$ cat config.mk
export PLATFORM = sky130hd
export DESIGN_NAME = npi_ict_wr
export DESIGN_NICKNAME = d
export VERILOG_FILES = /design/src/rtl/npi_ict_pkg.sv /design/src/rtl/srl16e_fifo_protect.sv /design/src/rtl/npi_ict_wr.sv
export SDC_FILE = /design/constraint.sdc
export NUM_CORES = 1
export LEC_CHECK = 0
export CAP_MARGIN = 10
export CORE_ASPECT_RATIO = 1.4
export CORE_MARGIN = 4
export CORE_UTILIZATION = 35
export DETAILED_ROUTE_END_ITERATION = 10
export MAX_ROUTING_LAYER = met4
export PLACE_DENSITY = 0.63
export REMOVE_ABC_BUFFERS = 1
export SLEW_MARGIN = 10
export SYNTH_ARGS = -nofsm -noshare
export SYNTH_HDL_FRONTEND = slang
export SYNTH_SLANG_ARGS = --single-unit
$ cat constraint.sdc
create_clock -name Clk -period 3.9 [get_ports Clk]
set_input_delay 0.39 -clock Clk [delete_from_list [all_inputs] [get_ports Clk]]
set_output_delay 0.39 -clock Clk [all_outputs]
set_load 0.005 [all_outputs]
$ cat src/rtl/npi_ict_pkg.sv
// Shared NPI interconnect write-path types: FSM encodings and the {len,nr} status entry.
package npi_ict_pkg;

   typedef enum logic [3:0] {
      S_IDLE = 4'd0,
      S_DATA = 4'd1,
      S_POP  = 4'd2
   } state_t;

   localparam int LEN_W     = 6;
   localparam int NR_W      = 3;
   localparam int STS_W     = LEN_W + NR_W;
   localparam int STS_DEPTH = 8;
   localparam int STS_AW    = 3;

   typedef struct packed {
      logic [LEN_W-1:0] len;
      logic [NR_W-1:0]  nr;
   } sts_t;

endpackage

$ cat src/rtl/srl16e_fifo_protect.sv
// Small show-ahead FIFO; DOUT is the head entry with no read latency.
// Writes when full and reads when empty are ignored; ALMOST_FULL at depth-1 lets the writer stop in time.
module srl16e_fifo_protect #(
   parameter int c_width  = 9,
   parameter int c_awidth = 3,
   parameter int c_depth  = 8
) (
   input  logic               Clk,
   input  logic               Rst,
   input  logic               WR_EN,
   input  logic               RD_EN,
   input  logic [c_width-1:0] DIN,
   output logic [c_width-1:0] DOUT,
   output logic               ALMOST_FULL,
   output logic               EMPTY
);

   logic [c_width-1:0]  mem_q [c_depth];
   logic [c_width-1:0]  mem_d [c_depth];
   logic [c_awidth-1:0] wr_ptr_q, wr_ptr_d;
   logic [c_awidth-1:0] rd_ptr_q, rd_ptr_d;
   logic [c_awidth:0]   count_q, count_d;
   logic                full;
   logic                wr_ok;
   logic                rd_ok;

   assign full        = (count_q == (c_awidth+1)'(c_depth));
   assign EMPTY       = (count_q == '0);
   assign ALMOST_FULL = (count_q >= (c_awidth+1)'(c_depth - 1));
   assign DOUT        = mem_q[rd_ptr_q];
   assign wr_ok       = WR_EN & ~full;
   assign rd_ok       = RD_EN & ~EMPTY;

   always_comb begin
      mem_d    = mem_q;
      wr_ptr_d = wr_ptr_q;
      rd_ptr_d = rd_ptr_q;
      count_d  = count_q;
      if (wr_ok) begin
         mem_d[wr_ptr_q] = DIN;
         wr_ptr_d        = wr_ptr_q + 1'b1;
      end
      if (rd_ok) begin
         rd_ptr_d = rd_ptr_q + 1'b1;
      end
      // Simultaneous write and read leave the count unchanged.
      if (wr_ok && !rd_ok) begin
         count_d = count_q + 1'b1;
      end else if (!wr_ok && rd_ok) begin
         count_d = count_q - 1'b1;
      end
   end

   always_ff @(posedge Clk) begin
      mem_q <= mem_d;
   end

   always_ff @(posedge Clk) begin
      if (Rst) begin
         wr_ptr_q <= '0;
         rd_ptr_q <= '0;
         count_q  <= '0;
      end else begin
         wr_ptr_q <= wr_ptr_d;
         rd_ptr_q <= rd_ptr_d;
         count_q  <= count_d;
      end
   end

endmodule

$ cat src/rtl/npi_ict_wr.sv
// NPI write-data mover: per queued {len,nr} burst, pops len words from port nr and pushes them to MPMC 2 cycles later.
// Pops pause while PIM_WrFIFO_AlmostFull is high (<=2 words in flight); NPI_ICT_WR_BE_EN passes per-word byte enables.
module npi_ict_wr
   import npi_ict_pkg::*;
#(
   parameter int C_PIM_DATA_WIDTH = 64
) (
   input  logic                          Clk,
   input  logic                          Rst,
   input  logic                          wrsts_wren,
   input  logic [LEN_W-1:0]              wrsts_len,
   input  logic [NR_W-1:0]               wrsts_nr,
   output logic                          wrsts_afull,
   output logic                          Port_WrFIFO_Pop,
   output logic [NR_W-1:0]               Port_WrFIFO_Pop_sel,
   input  logic [C_PIM_DATA_WIDTH-1:0]   Port_WrFIFO_Data,
`ifdef NPI_ICT_WR_BE_EN
   input  logic [C_PIM_DATA_WIDTH/8-1:0] Port_WrFIFO_BE,
`endif
   output logic                          PIM_WrFIFO_Push,
   output logic [C_PIM_DATA_WIDTH-1:0]   PIM_WrFIFO_Data,
   output logic [C_PIM_DATA_WIDTH/8-1:0] PIM_WrFIFO_BE,
   input  logic                          PIM_WrFIFO_AlmostFull,
   output logic                          PIM_WrFIFO_Flush,
   output logic [15:0]                   npi_ict_dbg
);

   localparam int BE_W = C_PIM_DATA_WIDTH / 8;

   state_t                      state_q, state_d;
   logic [LEN_W-1:0]            len_q, len_d;
   logic                        pop_d1_q, pop_d1_d;
   logic                        push_q, push_d;
   logic [C_PIM_DATA_WIDTH-1:0] data_q, data_d;
   logic [STS_W-1:0]            dout_raw;
   sts_t                        sts_dout;
   logic                        empty;
   logic                        rden;
   logic                        pop;

   srl16e_fifo_protect #(
      .c_width  (STS_W),
      .c_awidth (STS_AW),
      .c_depth  (STS_DEPTH)
   ) stsfifo (
      .Clk         (Clk),
      .Rst         (Rst),
      .WR_EN       (wrsts_wren),
      .RD_EN       (rden),
      .DIN         ({wrsts_len, wrsts_nr}),
      .DOUT        (dout_raw),
      .ALMOST_FULL (wrsts_afull),
      .EMPTY       (empty)
   );

   assign sts_dout = sts_t'(dout_raw);

   always_comb begin
      state_d = state_q;
      len_d   = len_q;
      pop     = 1'b0;
      rden    = 1'b0;
      case (state_q)
         S_IDLE: begin
            len_d = sts_dout.len;
            if (!empty) begin
               // A zero-length entry is malformed: dequeue it without popping anything.
               state_d = (sts_dout.len != '0) ? S_DATA : S_POP;
            end
         end
         S_DATA: begin
            pop = ~PIM_WrFIFO_AlmostFull;
            if (pop) begin
               len_d = len_q - 1'b1;
               if (len_q == LEN_W'(1)) begin
                  state_d = S_POP;
               end
            end
         end
         S_POP: begin
            rden    = 1'b1;
            state_d = S_IDLE;
         end
         default: state_d = S_IDLE;
      endcase
   end

   // Port data arrives one cycle after the pop; capture it then so it lines up with the push.
   always_comb begin
      pop_d1_d = pop;
      push_d   = pop_d1_q;
      data_d   = pop_d1_q ? Port_WrFIFO_Data : data_q;
   end

   always_ff @(posedge Clk) begin
      if (Rst) begin
         state_q  <= S_IDLE;
         len_q    <= '0;
         pop_d1_q <= 1'b0;
         push_q   <= 1'b0;
         data_q   <= '0;
      end else begin
         state_q  <= state_d;
         len_q    <= len_d;
         pop_d1_q <= pop_d1_d;
         push_q   <= push_d;
         data_q   <= data_d;
      end
   end

`ifdef NPI_ICT_WR_BE_EN
   logic [BE_W-1:0] be_q, be_d;

   always_comb begin
      be_d = pop_d1_q ? Port_WrFIFO_BE : be_q;
   end

   always_ff @(posedge Clk) begin
      if (Rst) begin
         be_q <= '0;
      end else begin
         be_q <= be_d;
      end
   end

   assign PIM_WrFIFO_BE = be_q;
`else
   assign PIM_WrFIFO_BE = {BE_W{push_q}};
`endif

   assign Port_WrFIFO_Pop     = pop;
   assign Port_WrFIFO_Pop_sel = sts_dout.nr;
   assign PIM_WrFIFO_Push     = push_q;
   assign PIM_WrFIFO_Data     = data_q;
   assign PIM_WrFIFO_Flush    = 1'b0;
   assign npi_ict_dbg         = {dout_raw[7:0], wrsts_wren, wrsts_afull, rden, empty, state_q};

endmodule

==> impl_metrics.toml, run 1 <==
[logic_synthesis]
yosysTopAreaCell = "edfxtp_1"
synth_edf_count = 72
synth-xor-area-share_pct = 0.9933
synth_top_family_by_area = "multiplexers"
yosysTopAreaCellShare_pct = 35.03
synth_common_cells = "84 x dfxtp_1, 83 x nor2_1, 72 x edfxtp_1"
synth_ff_type = "dfxtp_1"
synth_compound_area_share_pct = 2.818
synthMuxAreaShare_pct = 18.91
yosysSeqAreaShare_pct = 62.27
synth-async-reset-ratio_pct = 0
synth_area_leaders = "edfxtp_1 35%, dfxtp_1 27%, mux2i_1 11%, mux4_2 6.6%, nor2_1 5.0%"
synth.avg_cell_area_sq_um = 13.13
synth_area_sq_mm = 0.006172
ys_ff_latch = 156
ys_types = 38
yosysMostFrequentCell = "dfxtp_1"
synth_warnings = 0
yosys.area_share.simple_pct = 8.697
synth-adder-area-share_pct = 1.743
synthCells = 470

[timing]
relSlewSlack_pct = 26.07
rsz0062_at_grt = "no"
layout_min_cycle_time_ns = 3.192
slew_viol_final = 0
finalClockSkew_ns = 0.007628
finalSetupViolCount = 0
tightest_slew_ns = 1.109
fin_tns_setup_ns = 0
hold_viol = 0
fin_crit_sh_pct = 81.84
max_freq_ghz = 0.3133
layout_setup_ws_ns = 0.7082

[detailed_routing]
vias_per_cell = 4.709
firstDrtPassIters = 4
vias = 4125
ant_nets = 0
wl_per_cell_um = 17.42
drtIter0Drc = 207
drt_wl_total_um = 15260
drc = 0

[final_layout]
areaGrowthSynthToFinish_pct = 39.10
drive_above_1_share_pct = 11.29
finalInstanceArea_sq_mm = 0.008586
fillers = 1570
nets = 710

[grt]
grt_max_degree = 66
grt_first_pass_wirelength_um = 23250
gr-usage-all-layers_pct = 15.87
grt_pass1_vias = 4184
grt_overflow = 0
antenna_found_initial = 2

[min_path]
hold_path.class = "flop to flop"

[cts]
clock-root-buffer = "clkbuf_16"
clk_latency_ns = 0.41
cts_made_buffers = 17
clockBufferDepth = 2
post-cts-setup-buffer-count = 0
cts.clk_slew.worst_paths_ns = 0.06
h-tree-depth = 4
cts_tree = "done"
cts_resized = 0
cts-hold-fix-buffers = 0
cts.sink_count = 156

[floorplan]
ios = 172
start_util_pct = 35.61
die_area_sq_mm = 0.01985
die_w_um = 120.2
num_rows = 57
fp.dieH_um = 165.1
core_sq_mm = 0.01733

[critical_path]
cp_max_fo = 11
end_kind = "primary output"
critPathKind = "flop to primary output"
worst-path-buf-inv = 2
crit_family = "multiplexers"
slowest_delay_ns = 0.79
required_ns = 3.51
worstSetupStartpointType = "flop"
worstPathArrival_ns = 2.80
slowest_stage = "dfxtp_1"
critical_path.cell_chain = "buf_4, mux4_2, mux2_2, clkdlybuf4s50_1"

[flow_run]
drv_cap = 0

[placed_design]
dp_hpwl_um = 11070
place.gp.congestion = 0.7791
port_buffers = 168
pre_cts_slack_ns = 0.8416
placed_area_sq_mm = 0.007996

[pwr]
totalPowerFinal_mw = 4.430
leakagePower_nw = 2.947
ir_worst_vdd_v = 0.0003138
pwr_density_cell_mw_per_mm2 = 516.0

[outcome]
status = "finished, final reports clean"
[final timing paths]
kind | cells after the start | slack [ns] | startpoint | to
worst max register to register | 5 | 0.87 | stsfifo.rd_ptr_q[0] | state_q[1]
worst min-delay path | 2 | 0.49 | PIM_WrFIFO_Data[13] | PIM_WrFIFO_Data[13]
worst max-delay path | 4 | 0.71 | stsfifo.rd_ptr_q[0] | Port_WrFIFO_Pop_sel[1]
worst min register to register | 2 | 0.49 | PIM_WrFIFO_Data[13] | PIM_WrFIFO_Data[13]
[stage by stage]
| stage | hold WS [ns] | std cells | util [%] |
|---|---|---|---|
| 6_report | 0.4914 | 876 | 49.54 |
| 4_1_cts | 0.4955 | 874 | 49.51 |
| 2_1_floorplan | 0.4432 | 429 | - |
| 5_1_grt | 0.5241 | 876 | 49.54 |
| 3_5_place_dp | 0.4830 | 842 | 46.14 |
| 3_3_place_gp | 0.4624 | 842 | 46.14 |
[where the power goes]
group	total, mW	internal, mW	switching (mW)
clock network	1.63	1.00	0.626
logic	0.814	0.462	0.352
registers	1.99	1.85	0.141
total	4.43	3.31	1.12
[cell type report]
type	instances	area [sq um]	area share, %
well taps	236	295.3	3.439
inverters	8	30.03	0.3498
clock buffers	20	436.7	5.086
clock inverters	12	147.6	1.720
diodes	2	5.005	0.05829
flip-flops and latches	156	3847	44.81
multi-input cells	265	2079	24.22
repair buffers	177	1744	20.31
[sequential cells by signal, indices dropped and copies added, names as in the netlist]
name	cells
len_q	6
stsfifo.wr_ptr_q	3
pop_d1_q	1
PIM_WrFIFO_Data	64
stsfifo.rd_ptr_q	3
state_q	2
PIM_WrFIFO_Push	1
stsfifo.mem_q	72
stsfifo.count_q	4
[cells by family after synthesis]
family / after synthesis
buffers and inverters: 51
adder cells (fa/ha/maj): 8
flip-flops: 156
XOR/XNOR: 7
AO/OA/AOI/OAI: 29
AND/OR/NAND/NOR: 125
other: 1
multiplexers: 93
[routing by layer]
metal / vias to the layer above / GRT usage, % / share of wire, %
li1: 1966 / - / -
met1: 1966 / 18.24 / 41
met2: 178 / 25.89 / 48
met3: 15 / 5.656 / 9.6
met4: 0 / 5.619 / 1.4
met5: - / - / 0
[cells in the final DEF (no fill, tap or decap), drive strengths merged, types with 8 or more instances in the layout]
cell type,instances
inv,8
mux2i,69
nor2,83
mux4,18
dfxtp,84
nand2,13
nor3,9
a21oi,12
o21ai,8
clkbuf,20
clkdlybuf4s50,167
edfxtp,72
buf,10
[tightest hold or removal path, cell delays in order (launching register included)]
cell,delay [ns]
dfxtp_1,0.32
mux2i_1,0.06
nor2_1,0.07
Note: power is estimated with default switching activity, not from simulation.
==> run 2: changes to the inputs <==
--- a/config.mk
+++ b/config.mk
@@ -11,7 +11,7 @@
 export CORE_UTILIZATION = 35
 export DETAILED_ROUTE_END_ITERATION = 10
 export MAX_ROUTING_LAYER = met4
-export PLACE_DENSITY = 0.63
+export PLACE_DENSITY = 0.66
 export REMOVE_ABC_BUFFERS = 1
 export SLEW_MARGIN = 10
 export SYNTH_ARGS = -nofsm -noshare
==> constraint.sdc (replaced) <==
create_clock -name Clk -period 2.7 [get_ports Clk]
set_input_delay 0.27 -clock Clk [delete_from_list [all_inputs] [get_ports Clk]]
set_output_delay 0.27 -clock Clk [all_outputs]
set_load 0.005 [all_outputs]
==> impl_metrics.toml, run 2 (synthesized netlist as in run 1, its figures left out) <==
[critical_path]
cp_max_fo = 8
worstSetupStartpointType = "flop"
crit_family = "simple AND/OR/NAND/NOR gates"
worst-path-buf-inv = 1
critPathKind = "flop to flop"
slowest_stage = "or4b_4"
worstPathArrival_ns = 2.96
end_kind = "flop"
required_ns = 3.03
slowest_delay_ns = 0.55
critical_path.cell_chain = "buf_12, mux4_2, mux2_4, or4b_4, or4_4, a211oi_2"

[detailed_routing]
drc = 0
drt_wl_total_um = 14990
vias = 4160
drtIter0Drc = 279
wl_per_cell_um = 16.86
vias_per_cell = 4.679
firstDrtPassIters = 4
ant_nets = 0

[pwr]
power.internal_mw = 4.640
clkPwrFrac_pct = 35.1
swShare_pct = 26.46
totalPowerFinal_mw = 6.310
power_frac_seq_pct = 44.9
pwr_density_cell_mw_per_mm2 = 723.3
pwr-share-comb_pct = 20.0
leakagePower_nw = 3.009
ir_worst_vdd_v = 0.0004761
switchingPower_mw = 1.669

[grt]
gr-usage-all-layers_pct = 15.71
antenna_found_initial = 1
grt_overflow = 0
grt_pass1_vias = 4256
grt_max_degree = 35
met2_usage_pct = 25.94
grt_first_pass_wirelength_um = 23200
use_met3_pct = 4.838
use_met1_pct = 18.21
grt-busiest-layer = "met2"

[placed_design]
pre_cts_slack_ns = 0.02323
placed_area_sq_mm = 0.008102
dp_hpwl_um = 10790
place.gp.congestion = 0.7669
port_buffers = 168

[cts]
h-tree-depth = 4
clock-root-buffer = "clkbuf_16"
cts.sink_count = 156
cts.clk_slew.worst_paths_ns = 0.06
cts_made_buffers = 17
clk_latency_ns = 0.42
clockBufferDepth = 2
cts_tree = "done"

[timing]
layout_min_cycle_time_ns = 2.630
layout_setup_ws_ns = 0.06993
slew_viol_final = 0
finalSetupViolCount = 0
fin_crit_sh_pct = 97.41
hold_viol = 0
finalClockSkew_ns = 0.006877
max_freq_ghz = 0.3802
tightest_slew_ns = 0.7291
relSlewSlack_pct = 51.39

[floorplan]
ios = 172
start_util_pct = 35.61
num_rows = 57
die_area_sq_mm = 0.01985
core_sq_mm = 0.01733
die_w_um = 120.2
fp.dieH_um = 165.1

[final_layout]
layout_commonest_cell = "clkdlybuf4s50_1"
largest_reg_flops = 72
layout_common_cells = "167 x clkdlybuf4s50_1, 83 x nor2_1, 81 x dfxtp_1"
areaGrowthSynthToFinish_pct = 41.33
drive_above_1_share_pct = 13.96
nets = 724
finalInstanceArea_sq_mm = 0.008723
top_register = "stsfifo.mem_q"

[flow_run]
drv_cap = 0

[min_path]
hold_path.class = "input port to flop"

[outcome]
status = "finished, final reports clean"
run 2: worst paths after layout:
kind                                           from                   to  slack, ns  cells after the start
worst max-delay path            stsfifo.rd_ptr_q[0]           state_q[1]       0.07                      6
worst min-delay path                            Rst  PIM_WrFIFO_Data[42]       0.41                      2
worst min register to register  PIM_WrFIFO_Data[59]  PIM_WrFIFO_Data[59]       0.49                      2
worst max register to register  stsfifo.rd_ptr_q[0]           state_q[1]       0.07                      6
run 2: worst reg2reg max path: cells and delay by family, from the launching register on:
family / cells / cell delay [ns]
simple gates: 2 / 1.04
compound gates: 1 / 0.22
flops: 1 / 0.36
mux: 2 / 0.80
buf+inv: 1 / 0.14
run 2: stage by stage:
stage	TNS, ns	std cells	hold slack [ns]	util (%)
floorplan	-4.899	429	0.3346	-
detailed placement	0	853	0.4805	46.75
global placement	0	853	0.4589	46.75
finish	0	889	0.4067	50.34
global route	-0.002800	889	0.4393	50.34
CTS	0	885	0.4014	49.96
run 2: final cells by class:
| type | instances | area, sq um |
|---|---|---|
| fill | 1493 | 8607 |
| sequential | 156 | 3850 |
| multi-input combinational | 265 | 2105 |
| timing repair buffer | 191 | 1891 |
| clock buffer | 19 | 432.9 |
| tap | 236 | 295.3 |
| clock inverter | 13 | 117.6 |
| inverter | 8 | 30.03 |
| antenna | 1 | 2.502 |
run 2: power groups by stage:
stage	registers, mW	logic, mW	clock network (mW)
after floorplan	2.88	0.602	0
after global placement	2.86	1.22	0
after detailed placement	2.88	1.24	0
after CTS	2.83	1.26	2.28
after global routing	2.86	1.39	2.39
final	2.83	1.26	2.21
run 2: timing repair:
| action | CTS | global route |
|---|---|---|
| setup endpoints to repair | 3 | 4 |
| hold buffers | 0 | 0 |
| buffers inserted | 0 | 3 |
| pin swaps | 0 | 2 |
| gates resized for setup | 3 | 9 |
run 2: metal layers:
| layer | wire length, um | share of wire (%) |
|---|---|---|
| met5 | 0 | 0 |
| met4 | 185 | 1.2 |
| met3 | 1296 | 8.6 |
| met2 | 7326 | 49 |
| met1 | 6182 | 41 |
==> run 3: changes to the inputs <==
==> constraint.sdc (replaced) <==
create_clock -name Clk -period 2.21 [get_ports Clk]
set_input_delay 0.221 -clock Clk [delete_from_list [all_inputs] [get_ports Clk]]
set_output_delay 0.221 -clock Clk [all_outputs]
set_load 0.005 [all_outputs]
==> impl_metrics.toml, run 3 (synthesized netlist as in run 1, its figures left out) <==
[critical_path]
critPathKind = "flop to flop"
worstPathArrival_ns = 2.85
r2r_slack_ns = -0.31
r2r-end = "state_q[1]"
end_kind = "flop"
required_ns = 2.55
cp_max_fo = 7
rr_startpoint = "stsfifo.rd_ptr_q[0]"
ff2ff_path_depth = 6
worstSetupStartpointType = "flop"

[placed_design]
pre_cts_slack_ns = -0.4598
dp_hpwl_um = 10960
port_buffers = 168
place_inst = 872
place.gp.congestion = 0.7944

[floorplan]
ios = 172
core_sq_mm = 0.01733
die_w_um = 120.2
start_util_pct = 35.61
fp.dieH_um = 165.1
num_rows = 57
die_area_sq_mm = 0.01985

[cts]
h-tree-depth = 4
cts-hold-fix-buffers = 0
cts.sink_count = 156
clockBufferDepth = 2
clk_latency_ns = 0.42
clock-root-buffer = "clkbuf_16"
cts.clk_slew.worst_paths_ns = 0.06
cts_tree = "done"
cts_made_buffers = 17

[timing]
max_freq_ghz = 0.3974
hold_viol = 0
fin_crit_sh_pct = 113.9
layout_min_cycle_time_ns = 2.516
fin_tns_setup_ns = -0.3764
relSlewSlack_pct = 60.03
finalSetupViolCount = 4
rsz0062_at_grt = "yes"
finalClockSkew_ns = 0.007761
tightest_slew_ns = 0.5996
slew_viol_final = 0
layout_setup_ws_ns = -0.3064

[outcome]
status = "finished, violations left"
violations = "negative setup slack"

[grt]
antenna_found_initial = 1
grt_first_pass_wirelength_um = 23470
grt_overflow = 0
grt_max_degree = 57
gr-usage-all-layers_pct = 15.87
grt_pass1_vias = 4424

[detailed_routing]
vias = 4324
drt_wl_total_um = 15370
wl_per_cell_um = 16.76
vias_per_cell = 4.715
drtIter0Drc = 193
firstDrtPassIters = 4
drc = 0
ant_nets = 0

[pwr]
ir_worst_vdd_v = 0.0006629
pwr_density_cell_mw_per_mm2 = 905.1
leakagePower_nw = 3.239

[min_path]
holdPathEnd = "PIM_WrFIFO_Data[25]"
hold_path_depth = 2
hold_path.class = "input port to flop"
min_from = "Rst"

[final_layout]
nets = 752
areaGrowthSynthToFinish_pct = 47.40
layout_common_cells = "156 x clkdlybuf4s50_1, 83 x nor2_1, 77 x dfxtp_1"
layout_commonest_cell = "clkdlybuf4s50_1"
final_cells = 917
drive_above_1_share_pct = 21.18
largest_reg_flops = 72
top_register = "stsfifo.mem_q"

[flow_run]
drv_cap = 0
==> run 3: cell types whose count changed in the layout (fill, tap and decap cells not counted), sizes merged <==
cell,previous run,this run
buf,24,60
bufinv,1,3
clkbuf,19,25
clkdlybuf4s15,0,1
clkdlybuf4s50,167,156
clkinvlp,7,1
==> run 3: cell type report <==
| cell class | count | area (sq um) |
|---|---|---|
| multi-input cells | 265 | 2182 |
| repair buffers | 219 | 2106 |
| diodes | 1 | 2.502 |
| fillers | 1479 | 8233 |
| inverters | 8 | 30.03 |
| flip-flops and latches | 156 | 3860 |
| clock inverters | 9 | 131.4 |
| well taps | 236 | 295.3 |
| clock buffers | 23 | 490.5 |
==> run 3: worst max-delay path, cell delays in order, from the launching register on <==
cell and delay (ns):
dfxtp_4 0.36, buf_12 0.13, mux4_2 0.49, mux2_4 0.29
or4b_4 0.55, or4_4 0.43, a211oi_2 0.19
==> run 3: worst max path at each step <==
| stage | start | endpoint | slack, ns | cells after the start |
|---|---|---|---|---|
| 2_1_floorplan | stsfifo.rd_ptr_q[0] | state_q[1] | -0.83 | 5 |
| 3_3_place_gp | stsfifo.rd_ptr_q[0] | state_q[1] | -0.41 | 6 |
| 3_5_place_dp | stsfifo.rd_ptr_q[0] | state_q[1] | -0.46 | 6 |
| 4_1_cts | stsfifo.rd_ptr_q[0] | state_q[1] | -0.36 | 6 |
| 5_1_grt | stsfifo.rd_ptr_q[0] | state_q[1] | -0.36 | 7 |
| 6_report | stsfifo.rd_ptr_q[0] | state_q[1] | -0.31 | 6 |
==> run 3: report_power, final <==
| part | switching, mW | leakage, nW | internal, mW |
|---|---|---|---|
| sequential | 0.175 | 1.34 | 3.27 |
| combinational | 0.781 | 1.59 | 0.987 |
| clock | 1.11 | 0.307 | 1.91 |
| total | 2.07 | 3.24 | 6.17 |
==> run 3: repair_timing <==
item	CTS	global route
endpoints found under the setup margin	14	12
buffers inserted	11	3
resized for setup	62	19
pin swaps	8	9
==> run 3: layer usage <==
metal / track usage (%) / wire, um
met5: - / 0
met4: 6.495 / 206
met3: 4.804 / 1198
met2: 26.12 / 7449
met1: 18.20 / 6518
==> run 3: per-stage QoR <==
stage	total power, mW	utilization [%]	instance area, sq um	hold slack [ns]
6_report	8.234	52.49	9097	0.3015
2_1_floorplan	4.258	-	5932	0.2856
3_5_place_dp	5.140	47.64	8257	0.4754
3_3_place_gp	5.080	47.64	8257	0.4615
5_1_grt	8.617	52.49	9097	0.3229
4_1_cts	8.264	52.23	9052	0.2805
